==> config.mk <==
export PLATFORM = sky130hd
export DESIGN_NAME = kgp_mem_arbiter_flat
export DESIGN_NICKNAME = d
export VERILOG_FILES = /design/src/rtl/kgp_pkg.sv /design/src/rtl/kgp_mem_arbiter_if.sv /design/src/rtl/kgp_arb_prio.sv /design/src/rtl/kgp_mem_arbiter.sv /design/src/flat_wrapper.sv
export SDC_FILE = /design/constraint.sdc
export NUM_CORES = 1
export LEC_CHECK = 0
export CORE_ASPECT_RATIO = 0.7
export CORE_MARGIN = 5
export CORE_UTILIZATION = 22
export DETAILED_ROUTE_END_ITERATION = 7
export HOLD_SLACK_MARGIN = 0.08
export PLACE_DENSITY = 0.85
export SLEW_MARGIN = 20
export SYNTH_ARGS = -nofsm -noshare
export SYNTH_HDL_FRONTEND = slang
export SYNTH_SLANG_ARGS = --single-unit
==> constraint.sdc <==
create_clock -name clk -period 1.95 [get_ports clk]
set_input_delay 0.195 -clock clk [delete_from_list [all_inputs] [get_ports clk]]
set_output_delay 0.195 -clock clk [all_outputs]
set_load 0.02 [all_outputs]
==> src/rtl/kgp_pkg.sv <==
// Shared encodings and default widths for the KGP_RISC memory arbiter.
package kgp_pkg;
  localparam int KGP_ADDR_W = 10;
  localparam int KGP_DATA_W = 32;

  typedef enum logic [1:0] {
    OWN_NONE = 2'd0,
    OWN_IF   = 2'd1,
    OWN_D    = 2'd2
  } owner_e;

  typedef enum logic {
    ST_IDLE = 1'b0,
    ST_WAIT = 1'b1
  } state_e;
endpackage

==> src/rtl/kgp_mem_arbiter_if.sv <==
// Requester and RAM-side signals of the memory arbiter; slave = arbiter side.
interface kgp_mem_arbiter_if import kgp_pkg::*; #(
  parameter int ADDR_W = KGP_ADDR_W,
  parameter int DATA_W = KGP_DATA_W
);
  logic              if_req;
  logic [ADDR_W-1:0] if_addr;
  logic              if_gnt;
  logic              if_done;
  logic [DATA_W-1:0] if_rdata;
  logic              d_req;
  logic              d_we;
  logic [ADDR_W-1:0] d_addr;
  logic [DATA_W-1:0] d_wdata;
  logic              d_gnt;
  logic              d_done;
  logic [DATA_W-1:0] d_rdata;
  logic              mem_en;
  logic              mem_we;
  logic [ADDR_W-1:0] mem_addr;
  logic [DATA_W-1:0] mem_din;
  logic [DATA_W-1:0] mem_dout;

  modport slave (
    input  if_req, if_addr, d_req, d_we, d_addr, d_wdata, mem_dout,
    output if_gnt, if_done, if_rdata, d_gnt, d_done, d_rdata,
           mem_en, mem_we, mem_addr, mem_din
  );

  modport master (
    output if_req, if_addr, d_req, d_we, d_addr, d_wdata, mem_dout,
    input  if_gnt, if_done, if_rdata, d_gnt, d_done, d_rdata,
           mem_en, mem_we, mem_addr, mem_din
  );
endinterface

==> src/rtl/kgp_arb_prio.sv <==
// Winner select between fetch and data, with the fetch starvation counter.
module kgp_arb_prio #(
  parameter int STARVE_MAX = 4
) (
  input  logic clk,
  input  logic reset,
  input  logic can_issue,
  input  logic if_req,
  input  logic d_req,
  output logic if_win,
  output logic d_win
);
  localparam logic [4:0] SMAX = 5'(STARVE_MAX);

  logic [3:0] starve_q, starve_d;
  logic       force_if;

  always_comb begin
    force_if = (STARVE_MAX != 0) && ({1'b0, starve_q} >= SMAX);
    d_win    = can_issue && d_req && !(if_req && force_if);
    if_win   = can_issue && if_req && !d_win;
    starve_d = starve_q;
    // Only losses at an arbitration point count; saturate rather than wrap.
    if (if_win)
      starve_d = '0;
    else if (can_issue && if_req && d_win && starve_q != 4'hF)
      starve_d = starve_q + 4'd1;
  end

  always_ff @(posedge clk) begin
    if (reset) starve_q <= '0;
    else       starve_q <= starve_d;
  end
endmodule

==> src/rtl/kgp_mem_arbiter.sv <==
// Shares the single-port KGP_RISC block RAM between fetch and load/store.
// Define KGP_ARB_PERF_EN to add the if_stall_cnt/d_stall_cnt counters.
module kgp_mem_arbiter import kgp_pkg::*; #(
  parameter int ADDR_W     = KGP_ADDR_W,
  parameter int DATA_W     = KGP_DATA_W,
  parameter int MEM_LAT    = 1,
  parameter int STARVE_MAX = 4
) (
  input  logic             clk,
  input  logic             reset,
  kgp_mem_arbiter_if.slave bus
`ifdef KGP_ARB_PERF_EN
  ,
  output logic [31:0]      if_stall_cnt,
  output logic [31:0]      d_stall_cnt
`endif
);
  localparam int LAT_W = (MEM_LAT > 1) ? $clog2(MEM_LAT) : 1;
  localparam logic [LAT_W-1:0] LAT_LAST = LAT_W'(MEM_LAT - 1);

  state_e            state_q, state_d;
  owner_e            owner_q, owner_d;
  logic              owner_we_q, owner_we_d;
  logic [LAT_W-1:0]  lat_q, lat_d;
  logic              done_cyc, can_issue, fin;
  logic              if_win, d_win;
  logic [ADDR_W-1:0] addr_mux;
  logic [DATA_W-1:0] din_mux;

  always_comb begin
    done_cyc  = (state_q == ST_WAIT) && (lat_q == LAT_LAST);
    can_issue = !reset && ((state_q == ST_IDLE) || done_cyc);
    // Reset on the done cycle still abandons the access.
    fin       = done_cyc && !reset;
  end

  kgp_arb_prio #(.STARVE_MAX(STARVE_MAX)) u_prio (
    .clk       (clk),
    .reset     (reset),
    .can_issue (can_issue),
    .if_req    (bus.if_req),
    .d_req     (bus.d_req),
    .if_win    (if_win),
    .d_win     (d_win)
  );

  always_comb begin
    addr_mux = '0;
    din_mux  = '0;
    if (d_win) begin
      addr_mux = bus.d_addr;
      din_mux  = bus.d_wdata;
    end else if (if_win) begin
      addr_mux = bus.if_addr;
    end
    bus.if_gnt   = if_win;
    bus.d_gnt    = d_win;
    bus.mem_en   = if_win | d_win;
    bus.mem_we   = d_win & bus.d_we;
    bus.mem_addr = addr_mux;
    bus.mem_din  = din_mux;
    bus.if_done  = fin && (owner_q == OWN_IF);
    bus.d_done   = fin && (owner_q == OWN_D);
    bus.if_rdata = bus.if_done ? bus.mem_dout : '0;
    bus.d_rdata  = (bus.d_done && !owner_we_q) ? bus.mem_dout : '0;
  end

  always_comb begin
    state_d    = state_q;
    owner_d    = owner_q;
    owner_we_d = owner_we_q;
    lat_d      = lat_q;
    if (if_win || d_win) begin
      state_d    = ST_WAIT;
      owner_d    = d_win ? OWN_D : OWN_IF;
      owner_we_d = d_win & bus.d_we;
      lat_d      = '0;
    end else if (state_q == ST_WAIT) begin
      if (done_cyc) begin
        state_d    = ST_IDLE;
        owner_d    = OWN_NONE;
        owner_we_d = 1'b0;
        lat_d      = '0;
      end else begin
        lat_d = lat_q + LAT_W'(1);
      end
    end
  end

  always_ff @(posedge clk) begin
    if (reset) begin
      state_q    <= ST_IDLE;
      owner_q    <= OWN_NONE;
      owner_we_q <= 1'b0;
      lat_q      <= '0;
    end else begin
      state_q    <= state_d;
      owner_q    <= owner_d;
      owner_we_q <= owner_we_d;
      lat_q      <= lat_d;
    end
  end

`ifdef KGP_ARB_PERF_EN
  logic [31:0] if_stall_q, if_stall_d, d_stall_q, d_stall_d;

  always_comb begin
    if_stall_d = if_stall_q + ((bus.if_req && !if_win) ? 32'd1 : 32'd0);
    d_stall_d  = d_stall_q  + ((bus.d_req  && !d_win)  ? 32'd1 : 32'd0);
  end

  always_ff @(posedge clk) begin
    if (reset) begin
      if_stall_q <= '0;
      d_stall_q  <= '0;
    end else begin
      if_stall_q <= if_stall_d;
      d_stall_q  <= d_stall_d;
    end
  end

  assign if_stall_cnt = if_stall_q;
  assign d_stall_cnt  = d_stall_q;
`endif
endmodule

==> src/flat_wrapper.sv <==
// flat-port wrapper written by rule: the top's interface ports become plain ports
module kgp_mem_arbiter_flat import kgp_pkg::*;
#(
  parameter int ADDR_W     = KGP_ADDR_W,
  parameter int DATA_W     = KGP_DATA_W,
  parameter int MEM_LAT    = 1,
  parameter int STARVE_MAX = 4
)
  (clk, reset, bus_if_req, bus_if_addr, bus_d_req, bus_d_we, bus_d_addr, bus_d_wdata, bus_mem_dout, bus_if_gnt, bus_if_done, bus_if_rdata, bus_d_gnt, bus_d_done, bus_d_rdata, bus_mem_en, bus_mem_we, bus_mem_addr, bus_mem_din);
  kgp_mem_arbiter_if #(.ADDR_W(ADDR_W), .DATA_W(DATA_W)) bus_i ();
  input  logic clk;
  input  logic reset;
  input wire logic [$bits(bus_i.if_req)-1:0] bus_if_req;
  input wire logic [$bits(bus_i.if_addr)-1:0] bus_if_addr;
  input wire logic [$bits(bus_i.d_req)-1:0] bus_d_req;
  input wire logic [$bits(bus_i.d_we)-1:0] bus_d_we;
  input wire logic [$bits(bus_i.d_addr)-1:0] bus_d_addr;
  input wire logic [$bits(bus_i.d_wdata)-1:0] bus_d_wdata;
  input wire logic [$bits(bus_i.mem_dout)-1:0] bus_mem_dout;
  output wire logic [$bits(bus_i.if_gnt)-1:0] bus_if_gnt;
  output wire logic [$bits(bus_i.if_done)-1:0] bus_if_done;
  output wire logic [$bits(bus_i.if_rdata)-1:0] bus_if_rdata;
  output wire logic [$bits(bus_i.d_gnt)-1:0] bus_d_gnt;
  output wire logic [$bits(bus_i.d_done)-1:0] bus_d_done;
  output wire logic [$bits(bus_i.d_rdata)-1:0] bus_d_rdata;
  output wire logic [$bits(bus_i.mem_en)-1:0] bus_mem_en;
  output wire logic [$bits(bus_i.mem_we)-1:0] bus_mem_we;
  output wire logic [$bits(bus_i.mem_addr)-1:0] bus_mem_addr;
  output wire logic [$bits(bus_i.mem_din)-1:0] bus_mem_din;
  assign bus_i.if_req = bus_if_req;
  assign bus_i.if_addr = bus_if_addr;
  assign bus_i.d_req = bus_d_req;
  assign bus_i.d_we = bus_d_we;
  assign bus_i.d_addr = bus_d_addr;
  assign bus_i.d_wdata = bus_d_wdata;
  assign bus_i.mem_dout = bus_mem_dout;
  assign bus_if_gnt = bus_i.if_gnt;
  assign bus_if_done = bus_i.if_done;
  assign bus_if_rdata = bus_i.if_rdata;
  assign bus_d_gnt = bus_i.d_gnt;
  assign bus_d_done = bus_i.d_done;
  assign bus_d_rdata = bus_i.d_rdata;
  assign bus_mem_en = bus_i.mem_en;
  assign bus_mem_we = bus_i.mem_we;
  assign bus_mem_addr = bus_i.mem_addr;
  assign bus_mem_din = bus_i.mem_din;
  kgp_mem_arbiter #(.ADDR_W(ADDR_W), .DATA_W(DATA_W), .MEM_LAT(MEM_LAT), .STARVE_MAX(STARVE_MAX)) u_core (.clk(clk), .reset(reset), .bus(bus_i));
endmodule
## Word level (Yosys, flattened, before mapping)

Cells that the tools add are included.

| storage, ports and cells | value |
|---|---|
| bits in registers | 9 |
| bits in latches | 0 |
| memory bits (writable) | 0 |
| memory bits (read-only) | 0 |
| input bits | 89 |
| logic and storage cells | 55 |
| memories kept | 0 |

| operators by class | value |
|---|---|
| add/sub/neg operators | 2 |
| multipliers | 0 |
| div/mod/pow operators | 0 |
| order comparisons | 1 |
| equal/unequal tests | 3 |
| shift-type cells | 0 |
| muxes and demuxes | 16 |
| bitwise gates (word level) | 4 |
| reductions and logical operators | 24 |

Operators by type and width:

| kind | count |
|---|---|
| $mux W32 | 3 |
| $mux W10 | 2 |
| $logic_and A1 B1 Y1 | 13 |
| $mux W2 | 4 |
| $mux W1 | 7 |
| $add A4 B1 Y4 const B | 1 |
| $ge A4 B3 Y1 const B | 1 |
| $logic_not A1 Y1 | 4 |
| $ne A4 B4 Y1 const B | 1 |
| $reduce_bool A2 Y1 | 2 |
| $reduce_or A2 Y1 | 2 |
| $eq A2 B1 Y1 const B | 1 |
| $eq A2 B2 Y1 const B | 1 |
| $logic_or A1 B1 Y1 | 2 |
| $not A1 Y1 | 2 |
| $reduce_and A2 Y1 | 1 |
| $add A1 B1 Y1 const B | 1 |
| $and A1 B1 Y1 | 1 |
| $or A1 B1 Y1 | 1 |

## Logic depth before layout (Yosys ltp)

| logic depth | value |
|---|---|
| depth in word-level cells | 11 |
| gate-level depth with buffers | 6 |
| gate-level depth less buffers | 3 |

## Modules after synthesis

Synthesis repeated with hierarchy kept, for this count alone.

| second synthesis, totals | value |
|---|---|
| cells, all modules | 163 |
| area, all modules | 1239.9 µm² |

By module, submodules not included:

| module | times used | cells each | area each (µm²) | sequential area each (µm²) |
|---|---|---|---|---|
| kgp_mem_arbiter | 1 | 143 | 1027.2 | 100.1 |
| kgp_arb_prio | 1 | 20 | 212.7 | 80.1 |

## Least setup slack after synthesis

OpenSTA, ideal clock, no wires.

| timing path | value |
|---|---|
| path kind | reg2out |
| from | reg u_core.state_q |
| to | out bus_if_rdata[10] |
| arrival | 1.506 ns |
| required time | 1.755 ns |
| setup slack | 0.249 ns |
| stages on the path, launching flop included | 5 |
| path buffers | 1 |
| cell sequence | dfxtp_1 > or3b_4 > nor3b_4 > buf_2 > and2_1 |

| on the way | value |
|---|---|
| longest elaborated chain between the ends | 4 |

RTL lines:

| item | RTL line | text |
|---|---|---|
| start: declaration | kgp_mem_arbiter.sv:21 | `state_e state_q, state_d;` |
| start signal: assignment | kgp_mem_arbiter.sv:97 | `state_q <= state_d;` |
| $logic_and A1 B1 Y1 | kgp_mem_arbiter.sv:31 | `done_cyc = (state_q == ST_WAIT) && (lat_q == LAT_LAST);` |
| $logic_and A1 B1 Y1 | kgp_mem_arbiter.sv:34 | `fin = done_cyc && !reset;` |
| $logic_and A1 B1 Y1 | kgp_mem_arbiter.sv:62 | `bus.if_done = fin && (owner_q == OWN_IF);` |
| net bus_if_done | flat_wrapper.sv:21 | `output wire logic [$bits(bus_i.if_done)-1:0] bus_if_done;` |
| $mux W32 | kgp_mem_arbiter.sv:64 | `bus.if_rdata = bus.if_done ? bus.mem_dout : '0;` |
| end: declaration | flat_wrapper.sv:22 | `output wire logic [$bits(bus_i.if_rdata)-1:0] bus_if_rdata;` |

The timed path passes the listed nets, and every way through them passes these cells.

## Final worst setup path

| timing path | value |
|---|---|
| from | reg u_core.state_q |
| to | out bus_d_rdata[14] |

| on the way | value |
|---|---|
| longest elaborated chain between the ends | 5 |

RTL lines:

| item | RTL line | text |
|---|---|---|
| $logic_and A1 B1 Y1 | kgp_mem_arbiter.sv:31 |  |
| $logic_and A1 B1 Y1 | kgp_mem_arbiter.sv:34 |  |
| $logic_and A1 B1 Y1 | kgp_mem_arbiter.sv:63 | `bus.d_done = fin && (owner_q == OWN_D);` |
| $logic_and A1 B1 Y1 | kgp_mem_arbiter.sv:65 | `bus.d_rdata = (bus.d_done && !owner_we_q) ? bus.mem_dout : '0;` |
| $mux W32 | kgp_mem_arbiter.sv:65 |  |
| end: declaration | flat_wrapper.sv:25 | `output wire logic [$bits(bus_i.d_rdata)-1:0] bus_d_rdata;` |

No other way between the ends.

==> metrics.yaml <==
detail-route-antenna-nets: 0
drt-total-wl_um: 7550
synth_ff_type: "dfxtp_1"
fin_crit_sh_pct: 97.9
dr_total_vias: 2064
yosysMostFrequentCell: "and2_1"
yosysSeqAreaShare_pct: 14.5
die_w_um: 99.9
min_period_ns: 1.91
initial_utilization_pct: 23.2
peakVddDrop_v: 0.000166
htree_num_levels: 1
areaGrowthSynthToFinish_pct: 158
crit_path_end_kind: "primary output"
numPortBuffers: 200
arrival_ns: 1.71
worstSetupPathType: "reg -> out"
syn_nets: 277
reg2reg_to: "u_core.owner_we_q"
synth_area_um2: 1240
io_pins: 201
relSlewSlack_pct: 82.4
drt_iter0_markers: 57
grt_usage_pct: 19.3
hp-class: "in -> reg"
yosys.area.top_type: "and2_1"
grt_pass1_vias: 2114
place_ws_ns: -0.479
r2r_slack_ns: 0.69
cp-start-kind: "register"
synth_edf_count: 0
yosys-top-cells-count: "97 x and2_1, 20 x nand3_1, 14 x a21oi_1, 9 x clkbuf_1, 9 x dfxtp_1"
fin_util_pct: 59.9
numCtsBuffers: 3
clockRootBuffer: "clkbuf_8"
finalNetCount: 484
grt_setup_unrepaired: "yes"
fp.dieH_um: 72.9
yosysTopAreaCellShare_pct: 48.8
ys_async_sr_fraction_pct: 0
antenna_found_initial: 0
path_clk_slew_ns: 0.04
syn-instance-count: 187
clk_path_buf_depth: 2
cts_sinks: 9
maxCapViolCount: 0
first_pass_iters: 4
power_w: 0.000880
antenna_cells: 0
skew_ns: 0.000649
max_freq_mhz: 524
setup_slack_ns: 0.0408
min_to: "u_core.u_prio.starve_q[2]"
dp_hpwl_um: 6140
synth.avg_cell_area_um2: 6.65
wl_per_cell_um: 16.2
final_layout_size_suffix_gt1_share_pct: 34.1
placementRows: 22
ys_ff_latch: 9
whs_path_depth: 3
critPathRequiredTime_ns: 1.75
max_slew.worst_pin.slew_ns: 0.265
worstHoldStart: "reset"
synth_cell_types: 25
reg2regPathDepth: 5
dieArea_um2: 7280
clkLatencyLatePin_ns: 0.23
grt_overflow: 0
finalHoldViolations: 0
cp_max_fo: 16
grt_pass1_wl_um: 11200
power.density_nw_per_um2: 274
fin_cells: 465
worstReg2RegStart: "u_core.lat_q"
cts_tree: "yes"
setup_viol: 0
netlist_top_cells_area: "and2_1 49%, dfxtp_1 14%, nand3_1 8.0%"
core-area_um2: 5370
drc_errors: 0
cts_hold_buffers: 0
tns_ns: 0
status: "completed"
vias_per_cell: 4.44
crit_path_start: "u_core.state_q"
finalMaxSlewViolations: 0
gp_congestion: 0.818
place_inst: 458
p_leak_nw: 1.63
grt_max_degree: 37
yosys_warnings: 0
[per-stage QoR]
step                hold WS, ns  instance area [um2]
floorplan                 0.328                 1240
global placement          0.462                 3430
detailed placement        0.479                 3430
CTS                       0.444                 3260
global route              0.462                 3210
finish                    0.457                 3210
[cells in the final DEF, fill, tap and decap left out, types with 2 or more instances in the layout]
cell type	instances
clkdlybuf4s50_1	87
and2_1	86
buf_4	35
clkbuf_2	33
buf_2	24
nand3_1	20
buf_6	20
a21oi_1	14
dlygate4sd2_1	13
and2_4	11
dfxtp_1	9
nor2_1	5
o21ai_0	3
a21o_1	3
nand4_1	3
clkbuf_8	3
buf_12	3
and3_1	2
or3b_4	2
inv_1	2
nor3b_1	2
[critical path: stages, from the launching register on]
cell	delay (ns)
dfxtp_1	0.32
or3b_4	0.42
nor3_4	0.15
bufbuf_16	0.30
and2_1	0.15
buf_4	0.14
[metal layers]
| layer | routed length, um | track usage, % |
|---|---|---|
| met2 | 4110 | 37.3 |
| met3 | 578 | 5.64 |
| met1 | 2710 | 20.3 |
| met4 | 145 | 5.30 |
| met5 | 0 | 0 |
[worst max-delay path by stage]
stage	slack, ns	endpoint
detailed placement	-0.48	bus_if_rdata[20]
CTS	-0.0007	bus_if_rdata[22]
floorplan	0.25	bus_if_rdata[10]
global route	-0.03	bus_d_rdata[20]
finish	0.04	bus_d_rdata[14]
global placement	-0.45	bus_if_rdata[20]
[power by group]
| group | internal [W] | total, W | switching (W) |
|---|---|---|---|
| combinational | 0.000270 | 0.000468 | 0.000198 |
| clock | 0.000142 | 0.000215 | 0.0000728 |
| sequential | 0.000191 | 0.000196 | 0.00000501 |
[registers in the layout (all words and copies together), names as in the netlist]
signal / count
u_core.lat_q: 1
u_core.owner_q: 2
u_core.owner_we_q: 1
u_core.state_q: 1
u_core.u_prio.starve_q: 4
[repair_timing]
action	in CTS	in global routing
buffers inserted	3	0
gates cloned	2	0
pin swaps	3	1
setup endpoints to repair	112	90
resized for setup	340	109
[kinds of logic (layout without fill, tap and decap cells)]
| group | Yosys count | count (layout) | share of synthesized area, % |
|---|---|---|---|
| AND/OR/NAND/NOR | 136 | 136 | 67.7 |
| AO/OA/AOI/OAI | 23 | 23 | 10.7 |
| buffers and inverters | 18 | 224 | 6.14 |
| flip-flops | 9 | 9 | 14.5 |
| adder cells (fa/ha/maj) | 1 | 1 | 1.01 |
[final cells by class]
type | count | area [um2]
fillers | 512 | 2150
well taps | 72 | 90.1
multi-input cells | 160 | 1020
flip-flops and latches | 9 | 180
repair buffers | 218 | 1870
clock buffers | 4 | 45.0
inverters | 2 | 7.51
Note: power is estimated with default switching activity, not from simulation.
==> edit, RTL diff (config.mk and constraints unchanged) <==
Encoding of `owner_e`: now one-hot (3 bits for 3 values).
--- a/src/rtl/kgp_pkg.sv
+++ b/src/rtl/kgp_pkg.sv
@@ -3,10 +3,10 @@
   localparam int KGP_ADDR_W = 10;
   localparam int KGP_DATA_W = 32;
 
-  typedef enum logic [1:0] {
-    OWN_NONE = 2'd0,
-    OWN_IF   = 2'd1,
-    OWN_D    = 2'd2
+  typedef enum logic [2:0] {
+    OWN_NONE = 3'b001,
+    OWN_IF   = 3'b010,
+    OWN_D    = 3'b100
   } owner_e;
 
   typedef enum logic {
Behaviour: no difference found for any inputs over 10 cycles, from zero or initial values and one cycle with reset high; not proved beyond that.
==> edit against the unedited design <==
- the run now ends with setup timing left
- sequential cell count increased by 1
- hold slack improved by 0.019 ns
- routed wire length up 5.2%
- area after synthesis is 6.4% higher
- design area increased by 16%
- non-clock buffer count is 12 higher
- power is 5.0% higher
- clock power increased by 14%
- setup slack worse by 0.21 ns
- highest routed layer unchanged
==> edit: results (changes against the unedited design) <==
INFO  metric outcome = complete, but fails checks
INFO  metric violated_checks = setup timing
INFO  metric global_route_met1_usage = 0.1699 (-0.03315)
INFO  metric mappedNetlistNets = 280 (+1.1%)
INFO  metric fin_nets = 498 (+2.9%)
INFO  metric setup_slack = -0.1646 ns (-0.2054 ns)
INFO  metric num-fill-cells = 462 (-9.8%)
INFO  metric hold-path-endpoint = u_core.state_q
INFO  metric regToRegStartpoint = u_core.state_q
INFO  metric setup_viol_count_final = 64 (+64)
INFO  metric met1Wirelength = 2.622 mm (-3.2%)
INFO  metric p_leak = 1.791 nW (+9.9%)
INFO  metric cpPeakStageDelay = 0.58 ns (+0.16 ns)
INFO  metric track_usage = 0.1681 (-0.02443)
INFO  metric hold-worst-slack = 0.4759 ns (+0.01934 ns)
INFO  metric netlist-cell-type-count = 28 (+12%)
INFO  metric detail_route.wirelength = 7.938 mm (+5.2%)
INFO  metric synth_sequential_area_ratio = 0.1512 (+0.006360)
INFO  metric worst-r2r-cell-count = 4 (-1)
INFO  metric synthTopCellsByCount = and2_1 (76), and2_2 (21), nand3_1 (20)
INFO  metric layoutNonFillerInstCount = 483 (+3.9%)
INFO  metric grt.met3_usage = 0.05278 (-0.003574)
INFO  metric yosys-mux-area-fraction = 0.008507 (+0.008507)
INFO  metric setup_tns = -7.989 ns (-7.989 ns)
INFO  metric reg_area = 201.4 um^2 (+12%)
INFO  metric setup.worst_path.start = u_core.owner_q[0]
INFO  metric synth_compound_area_frac = 0.1059 (-0.0007797)
INFO  metric reg.largest.list = u_core.u_prio.starve_q: 4 flops, u_core.owner_q: 3 flops
INFO  metric crit_path_top_delay_cell = or4b_4
INFO  metric gp_routability_congestion = 0.8887 (+8.6%)
[edit: logic make-up (layout without fill, tap and decap cells)]
kind of cell	count (synthesis)	count (layout)
AND/OR/NAND/NOR	135	135
AO/OA/AOI/OAI	24	24
buffers and inverters	19	236
flip-flops	10	10
adder cells (fa/ha/maj)	1	1
multiplexers	1	1
other	0	1
[edit: power breakdown]
| part | switching (mW) | internal [mW] | total (mW) | leakage (nW) |
|---|---|---|---|---|
| clock network | 0.0698 | 0.176 | 0.246 | 0.0288 |
| logic | 0.187 | 0.270 | 0.456 | 1.68 |
| registers | 0.00727 | 0.214 | 0.221 | 0.0820 |
| total | 0.264 | 0.660 | 0.924 | 1.79 |
[edit: layout make-up]
class                   count  area share
diodes                      1   0.0006734
clock buffers               4     0.01481
inverters                   2    0.002020
multi-input cells         161      0.3168
flip-flops and latches     10     0.05421
well taps                  75     0.02525
repair buffers            230      0.5862
